`src/rtl/axi_read_scheduler.sv`:
```
// axi_read_scheduler: round-robin sharing of one AXI read channel (AR + R) among MASTERS requesters.
// Latency: request in cycle N -> ARVALID in N+1; R beats pass through combinationally; one burst in flight.
// Backpressure: m_arready mirrors ARREADY for the granted master, RREADY mirrors m_rready[grant].
// Optional: define ARB_WATCHDOG_EN to abandon bursts that stall for TIMEOUT cycles.
module axi_read_scheduler #(
  parameter int MASTERS    = 3,
  parameter int ADDR_WIDTH = 26,
  parameter int DATA_WIDTH = 32,
  parameter int TIMEOUT    = 1024
) (
  input  logic                            clk,
  input  logic                            rst,
  // requester side
  input  logic [MASTERS-1:0]              m_arvalid,
  input  logic [MASTERS*ADDR_WIDTH-1:0]   m_araddr,
  input  logic [MASTERS*4-1:0]            m_arlen,
  output logic [MASTERS-1:0]              m_arready,
  output logic [MASTERS-1:0]              m_rvalid,
  output logic                            m_rlast,
  output logic [DATA_WIDTH-1:0]           m_rdata,
  input  logic [MASTERS-1:0]              m_rready,
  // AXI read port
  output logic                            ARVALID,
  output logic [3:0]                      ARID,
  output logic [3:0]                      ARLEN,
  output logic [ADDR_WIDTH-1:0]           ARADDR,
  input  logic                            ARREADY,
  input  logic                            RVALID,
  input  logic                            RLAST,
  input  logic [3:0]                      RID,
  input  logic [DATA_WIDTH-1:0]           RDATA,
  output logic                            RREADY,
  // status
  output logic                            busy,
  output logic                            err
);

  typedef enum logic [1:0] {
    ST_IDLE = 2'd0,
    ST_ADDR = 2'd1,
    ST_DATA = 2'd2
  } state_t;

  state_t                  r_state;
  state_t                  w_state_nxt;

  logic [1:0]              r_rr_ptr;
  logic [1:0]              r_grant;
  logic [ADDR_WIDTH-1:0]   r_araddr;
  logic [3:0]              r_arlen;
  logic [3:0]              r_beat_cnt;
  logic                    r_err;

  logic                    w_live;
  logic                    w_any;
  logic                    w_found;
  logic [1:0]              w_win;
  logic [1:0]              w_grant_inc;
  logic                    w_beat;
  logic                    w_last_beat;
  logic                    w_proto_err;
  logic                    w_wdog_fire;

  // Outputs are forced low during the reset cycle itself, not only after it.
  assign w_live = ~rst;
  assign w_any  = |m_arvalid;

  // Round-robin search: first requesting index at or after r_rr_ptr, wrapping.
  always_comb begin
    w_found = 1'b0;
    w_win   = r_rr_ptr;
    for (int k = 0; k < MASTERS; k++) begin
      if (!w_found && m_arvalid[(int'(r_rr_ptr) + k) % MASTERS]) begin
        w_found = 1'b1;
        w_win   = 2'((int'(r_rr_ptr) + k) % MASTERS);
      end
    end
  end

  assign w_grant_inc = (r_grant == 2'(MASTERS - 1)) ? 2'd0 : r_grant + 2'd1;

  // A beat is consumed only in DATA with the granted master ready.
  assign w_beat      = RREADY & RVALID;
  assign w_last_beat = w_beat & RLAST;

  // Protocol checks: stray beats outside DATA, wrong RID, RLAST vs beat count mismatch.
  assign w_proto_err = ((r_state != ST_DATA) && RVALID) ||
                       (w_beat && ((RID != {2'b00, r_grant}) ||
                                   ( RLAST && (r_beat_cnt != r_arlen)) ||
                                   (!RLAST && (r_beat_cnt == r_arlen))));

`ifdef ARB_WATCHDOG_EN
  logic [15:0] r_wdog;

  // Idle counter: restarts on every beat and on entry to ADDR/DATA, counts stalled cycles otherwise.
  always_ff @(posedge clk) begin
    if (rst) begin
      r_wdog <= '0;
    end else if ((r_state == ST_IDLE) || w_beat || ((r_state == ST_ADDR) && ARREADY)) begin
      r_wdog <= '0;
    end else begin
      r_wdog <= r_wdog + 16'd1;
    end
  end

  // Fires on the TIMEOUT-th consecutive stalled cycle; a beat in that cycle counts as progress.
  assign w_wdog_fire = (r_state != ST_IDLE) && !w_beat && (r_wdog == 16'(TIMEOUT - 1));
`else
  // Watchdog compiled out: a burst is never abandoned (TIMEOUT is never negative).
  assign w_wdog_fire = (TIMEOUT < 0);
`endif

  // FSM state register.
  always_ff @(posedge clk) begin
    if (rst) begin
      r_state <= ST_IDLE;
    end else begin
      r_state <= w_state_nxt;
    end
  end

  // FSM next-state: grant -> address handshake -> beats until RLAST (or watchdog abort).
  always_comb begin
    w_state_nxt = r_state;
    case (r_state)
      ST_IDLE: if (w_any)       w_state_nxt = ST_ADDR;
      ST_ADDR: if (ARREADY)     w_state_nxt = ST_DATA;
      ST_DATA: if (w_last_beat) w_state_nxt = ST_IDLE;
      default:                  w_state_nxt = ST_IDLE;
    endcase
    if (w_wdog_fire) begin
      w_state_nxt = ST_IDLE;
    end
  end

  // Grant/request latch, beat counter and round-robin pointer.
  always_ff @(posedge clk) begin
    if (rst) begin
      r_rr_ptr   <= '0;
      r_grant    <= '0;
      r_araddr   <= '0;
      r_arlen    <= '0;
      r_beat_cnt <= '0;
    end else begin
      if ((r_state == ST_IDLE) && w_any) begin
        r_grant  <= w_win;
        r_araddr <= m_araddr[int'(w_win)*ADDR_WIDTH +: ADDR_WIDTH];
        r_arlen  <= m_arlen[int'(w_win)*4 +: 4];
      end
      if ((r_state == ST_ADDR) && ARREADY) begin
        r_beat_cnt <= '0;
      end else if (w_beat) begin
        r_beat_cnt <= r_beat_cnt + 4'd1;
      end
      if (w_last_beat || w_wdog_fire) begin
        r_rr_ptr <= w_grant_inc;
      end
    end
  end

  // Sticky error flag, cleared only by reset.
  always_ff @(posedge clk) begin
    if (rst) begin
      r_err <= 1'b0;
    end else if (w_proto_err || w_wdog_fire) begin
      r_err <= 1'b1;
    end
  end

  // AXI address channel driven straight from the latched request.
  assign ARVALID = w_live && (r_state == ST_ADDR);
  assign ARID    = {2'b00, r_grant};
  assign ARLEN   = r_arlen;
  assign ARADDR  = r_araddr;
  assign RREADY  = w_live && (r_state == ST_DATA) && m_rready[r_grant];

  // Per-master handshake steering: one-hot to the granted master only.
  always_comb begin
    m_arready = '0;
    m_rvalid  = '0;
    for (int i = 0; i < MASTERS; i++) begin
      m_arready[i] = w_live && (r_state == ST_ADDR) && ARREADY && (r_grant == 2'(i));
      m_rvalid[i]  = w_live && (r_state == ST_DATA) && RVALID  && (r_grant == 2'(i));
    end
  end

  assign m_rdata = RDATA;
  assign m_rlast = RLAST;
  assign busy    = w_live && (r_state != ST_IDLE);
  assign err     = r_err;

endmodule

```
`config.mk`:
```
export PLATFORM = sky130hd
export DESIGN_NAME = axi_read_scheduler
export DESIGN_NICKNAME = d
export VERILOG_FILES = /design/src/rtl/axi_read_scheduler.sv
export SDC_FILE = /design/constraint.sdc
export NUM_CORES = 1
export LEC_CHECK = 0
export CORE_MARGIN = 2
export CORE_UTILIZATION = 35
export CTS_CLUSTER_DIAMETER = 40
export CTS_CLUSTER_SIZE = 12
export DETAILED_ROUTE_END_ITERATION = 7
export PLACE_DENSITY = 0.83
export SYNTH_ARGS = -nofsm -noshare
export SYNTH_HDL_FRONTEND = slang
export SYNTH_SLANG_ARGS = --single-unit
export TNS_END_PERCENT = 50
```
`constraint.sdc`:
```
create_clock -name clk -period 2.98 [get_ports clk]
set_input_delay 0.298 -clock clk [delete_from_list [all_inputs] [get_ports clk]]
set_output_delay 0.298 -clock clk [all_outputs]
set_load 0.02 [all_outputs]
```
# After elaboration in Yosys (flattened, before gate mapping)
# Cells that the tools add are included.
# classes
addsub	4
n_mul	1
div_mod_pow	3
magnitude_cmp	4
eq_ne	11
shifts	2
n_mux	21
n_bitwise	3
reduce_logical	32
# ops
op	count
$lt 32x4->1 const B	3
$shiftx 78x8->26	1
$mod 32x3->32 const B	2
$mod 3x3->32 const B	1
$logic_and 1x1->1	20
$mux 2	7
$shiftx 12x5->4	1
$mux 1	9
$bmux 1 s2	4
$ne 2x2->1 const B	4
$mul 2x4->6 const B	1
$pmux 2 s3	1
$add 4x1->4 const B	1
$eq 2x1->1 const B	2
$eq 2x2->1 const B	2
$eq 4x4->1	1
$logic_not 2->1	2
$ne 4x2->1	1
$ne 4x4->1	1
$add 2x1->3 const B	1
$add 2x2->3 const B	1
$logic_not 1->1	3
$logic_or 1x1->1	3
$lt 2x3->1 const B	1
7 further kinds	8
# totals
ff_bits	41
inputBits	137
out_inout_bits	77
elab_cells	88

# Longest topological paths before layout
# logic_depth
ltp_word	13
mapped_depth	10
mapped_depth_nobuf	8

# Worst setup path after synthesis
# OpenSTA, ideal clock, no wires.
# synth_timing
kind	reg-to-reg
startpoint	register r_rr_ptr[0]
endpoint	register r_araddr[0] (netlist: ARADDR[0])
setup_time_ps	132
arrival_time_ps	2170
required_ps	2848
slack_ps	678
path_stages_with_launch	11
n_path_buf	2
synth_period_minus_slack_ps	2302
cell_sequence	dfxtp_1 inv_1 ha_1 and3b_1 a21o_1 a2bb2oi_1 a31o_1 clkbuf_1 buf_2 mux2i_1 o221ai_2
# synth_via
elab_chain_cells	13
elab_cells_between_ends	25
classes_between	add/sub (2); mul (1); div (3); shift (1); mux (14); reduce/logical (4)
# synth_lines
element	line	source
start: declaration	47	logic [1:0] r_rr_ptr;
start signal: assignment	156	r_rr_ptr <= w_grant_inc;
branches (longest 10 deep; another with $mod 32x3->32)	n/a	
$mux 2 (*)	73	if (!w_found && m_arvalid[(int'(r_rr_ptr) + k) % MASTERS]) begin
$mul 2x4->6 (*)	147	r_araddr <= m_araddr[int'(w_win)*ADDR_WIDTH +: ADDR_WIDTH];
$shiftx 78x8->26 (*)	147	
end signal: assignment	147	
end: declaration	49	logic [ADDR_WIDTH-1:0] r_araddr;
# Mark *: on every way between the ends. The select of a mux whose other input is x is not followed.
# A chain may end at the register's enable or synchronous reset.

# Worst setup path after layout
# layout_timing
startpoint	register r_rr_ptr[0]
endpoint	register r_arlen[2] (netlist: ARLEN[2])
# layout_via
elab_chain_cells	12
elab_cells_between_ends	24
classes_between	add/sub (2); div (3); shift (1); mux (14); reduce/logical (4)
# layout_lines
element	line	source
branches (longest 10 deep; another with $mod 32x3->32)	n/a	
$mux 2 (*)	73	
$shiftx 12x5->4 (*)	148	r_arlen <= m_arlen[int'(w_win)*4 +: 4];
end signal: assignment	148	
end: declaration	50	logic [3:0] r_arlen;
# Marks and branches as above.

==> flow_metrics.tcl <==
set metrics [dict create \
    final_area_sq_um 4277 \
    post-synth-top-count-cell "dfxtp_1" \
    met2_usage_pct 33.45 \
    tightest_slew_ns 0.5491 \
    cts_tree "built" \
    hold_viol 0 \
    cts.repair.resized 0 \
    cts.clk_slew.worst_paths_ns 0.08 \
    cts_setup_buffers 0 \
    clkLatencyLatePin_ns 0.29 \
    period_needed_ns 2.731 \
    crit_chain "inv_1 > ha_1 > and3b_1 > nor2_1 > a211oi_1 > a21oi_1 > or4_4 > o221ai_2" \
    synthToLayoutAreaGrowth_pct 49.91 \
    setup_tns_ns 0 \
    syn-cell-area_sq_um 2853 \
    track_usage_pct 17.54 \
    n_antenna_cell 0 \
    crit_required_ns 3.19 \
    drive_gt1_share_pct 12.30 \
    port-buffer-count 147 \
    clockBufferDepth 2 \
    start_util_pct 36.54 \
    grtUsageMet1_pct 19.53 \
    post-place-ws_ns 0.2572 \
    synth_seq_cells 41 \
    antenna_found_initial 0 \
    synth_cell_types 47 \
    synth_ff_type "dfxtp_1" \
    grt_pass1_vias 2644 \
    maxCapViolations 0 \
    io_pins 214 \
    seq_area_frac_synth_pct 28.77 \
    cp_data_arrival_time_ns 2.94 \
    syn_area_per_cell_sq_um 8.915 \
    placed_cells 525 \
    h-tree-depth 2 \
    route.detailed.drc 0 \
    die-area_sq_um 8889 \
    drt-initial-drc-count 74 \
    async_reset_ff_share_pct 0 \
    grtUsageMet3_pct 4.735 \
    fp.dieW_microns 94.28 \
    synth_warnings 0 \
    fin_crit_sh_pct 91.66 \
    setup_viol 0 \
    synth_cells 320 \
    max_freq_ghz 0.3661 \
    hold_class "register to register" \
    gr-max-usage-layer "met2" \
    synth_top_cell_by_area "dfxtp_1" \
    cts-root-buf "clkbuf_8" \
    place_hpwl_microns 6337 \
    core_area_sq_um 7807 \
    yosysTopAreaCellShare_pct 28.77 \
    dpl-instance-area_sq_um 4175 \
    nets 572 \
    cts.sinks 41 \
    critPathBufInv 1 \
    avgViaCountPerCell 5.038 \
    synth_common_cells "dfxtp_1, nand2_1, inv_1" \
    wl_per_cell_microns 15.33 \
    rsz0062_at_grt "no" \
    reg2reg_slack_ns 0.25 \
    gr-total-overflow 0 \
    grt_max_degree 31 \
    rows 32 \
    final.setup_skew_ns 0.01022 \
    critical_path_class "register to register" \
    cts_buffers 5 \
    die_h_microns 94.28 \
    worst_setup_path_end_kind "register" \
    critPathMaxStageDelay_ns 0.82 \
    hold_buffers 0 \
    grt_pass1_wl_microns 12500 \
    cp_slowest_cell "or4_4" \
    p_leak_uw 0.001693 \
    drv_slew 0 \
    via_count 2685 \
    cp_top_family "simple AND/OR/NAND/NOR gates" \
    synthTopCellsByArea "dfxtp_1, o221ai_2, mux2i_1" \
    vdd_drop_max_mv 0.2129 \
    crit_fanout 30 \
    gp_congestion 0.8724 \
    synth_edf_count 0 \
    first_pass_iters 4 \
    fin_ws_ns 0.2486 \
    p_total_uw 1732 \
    status "finished, final reports clean" \
    powerDensity_nw_per_um2 405.0 \
    finalWirelength_microns 8169 \
    ant_nets 0 \
    fin_cells 533 \
    slew_headroom_pct 63.39 \
    startpoint_type "register" \
]
[power breakdown]
part / switching (uW) / internal [uW] / total (uW) / leakage (uW)
sequential: 51.7 / 614 / 666 / 0.000337
combinational: 304 / 361 / 665 / 0.00130
clock: 191 / 210 / 401 / 0.0000542
[state kept, by name (all words and copies together), names as in the netlist]
name / flops
r_grant: 2
r_rr_ptr: 2
r_beat_cnt: 4
ARLEN: 4
err: 1
ARADDR: 26
r_state: 2
[cells by family after synthesis]
family | Yosys count | synth area share (%)
compound gates | 60 | 22.54
xor+xnor | 10 | 3.070
simple gates | 82 | 14.34
other cells | 1 | 0.1315
fa+ha+maj | 5 | 2.193
flops | 41 | 28.77
buf+inv | 88 | 17.28
mux | 33 | 11.67
[final timing paths]
check                            from                endpoint  depth (start not counted)
max          r_rr_ptr[0]$_SDFFE_PP0P_   ARLEN[2]$_SDFFE_PP0P_                          8
max reg2reg  r_rr_ptr[0]$_SDFFE_PP0P_   ARLEN[2]$_SDFFE_PP0P_                          8
min reg2reg    ARADDR[1]$_SDFFE_PP0P_  ARADDR[1]$_SDFFE_PP0P_                          2
min            ARADDR[1]$_SDFFE_PP0P_  ARADDR[1]$_SDFFE_PP0P_                          2
[metrics by stage]
stage               utilization, %  hold slack [ns]
finish                       54.78           0.4659
global route                 54.78           0.4841
CTS                          54.78           0.4701
detailed placement           53.48           0.4516
global placement             53.48           0.4469
floorplan                        -           0.4757
[cells in the final DEF (no fill, tap or decap), types with 2 or more instances in the layout]
master           count
clkdlybuf4s50_1    147
dfxtp_1             41
nand2_1             38
inv_1               37
mux2i_1             31
o221ai_2            30
nor2_1              11
a21oi_1             10
nor3_1               7
xnor2_1              7
clkbuf_8             7
o21ai_0              5
ha_1                 5
buf_4                5
nand2b_1             4
xor2_1               3
nand3b_1             2
nor4_1               2
mux2_2               2
and2_1               2
and3b_1              2
a21o_1               2
a31o_2               2
or3_1                2
or4_1                2
conb_1               2
[final cells by class]
class | instances | area [sq um]
clock buffers | 7 | 96.34
clock inverters | 1 | 5.005
fillers | 711 | 3531
inverters | 37 | 138.9
multi-input cells | 192 | 1559
flip-flops and latches | 41 | 820.8
well taps | 102 | 127.6
repair buffers | 153 | 1529
[routing by layer]
| metal | routed length, microns | vias to the layer above | share of wire (%) |
|---|---|---|---|
| li1 | - | 1301 | - |
| met4 | 44 | 0 | 0.54 |
| met1 | 3135 | 1247 | 38 |
| met3 | 758 | 8 | 9.3 |
| met2 | 4230 | 129 | 52 |
| met5 | 0 | - | 0 |
[worst min-delay path, delay by kind of cell (launching register included)]
kind	cells	cell delay (ns)
DFF	1	0.33
and+or+nand+nor	1	0.06
AOI/OAI and AO/OA	1	0.05
(Power assumes the default switching activity.)
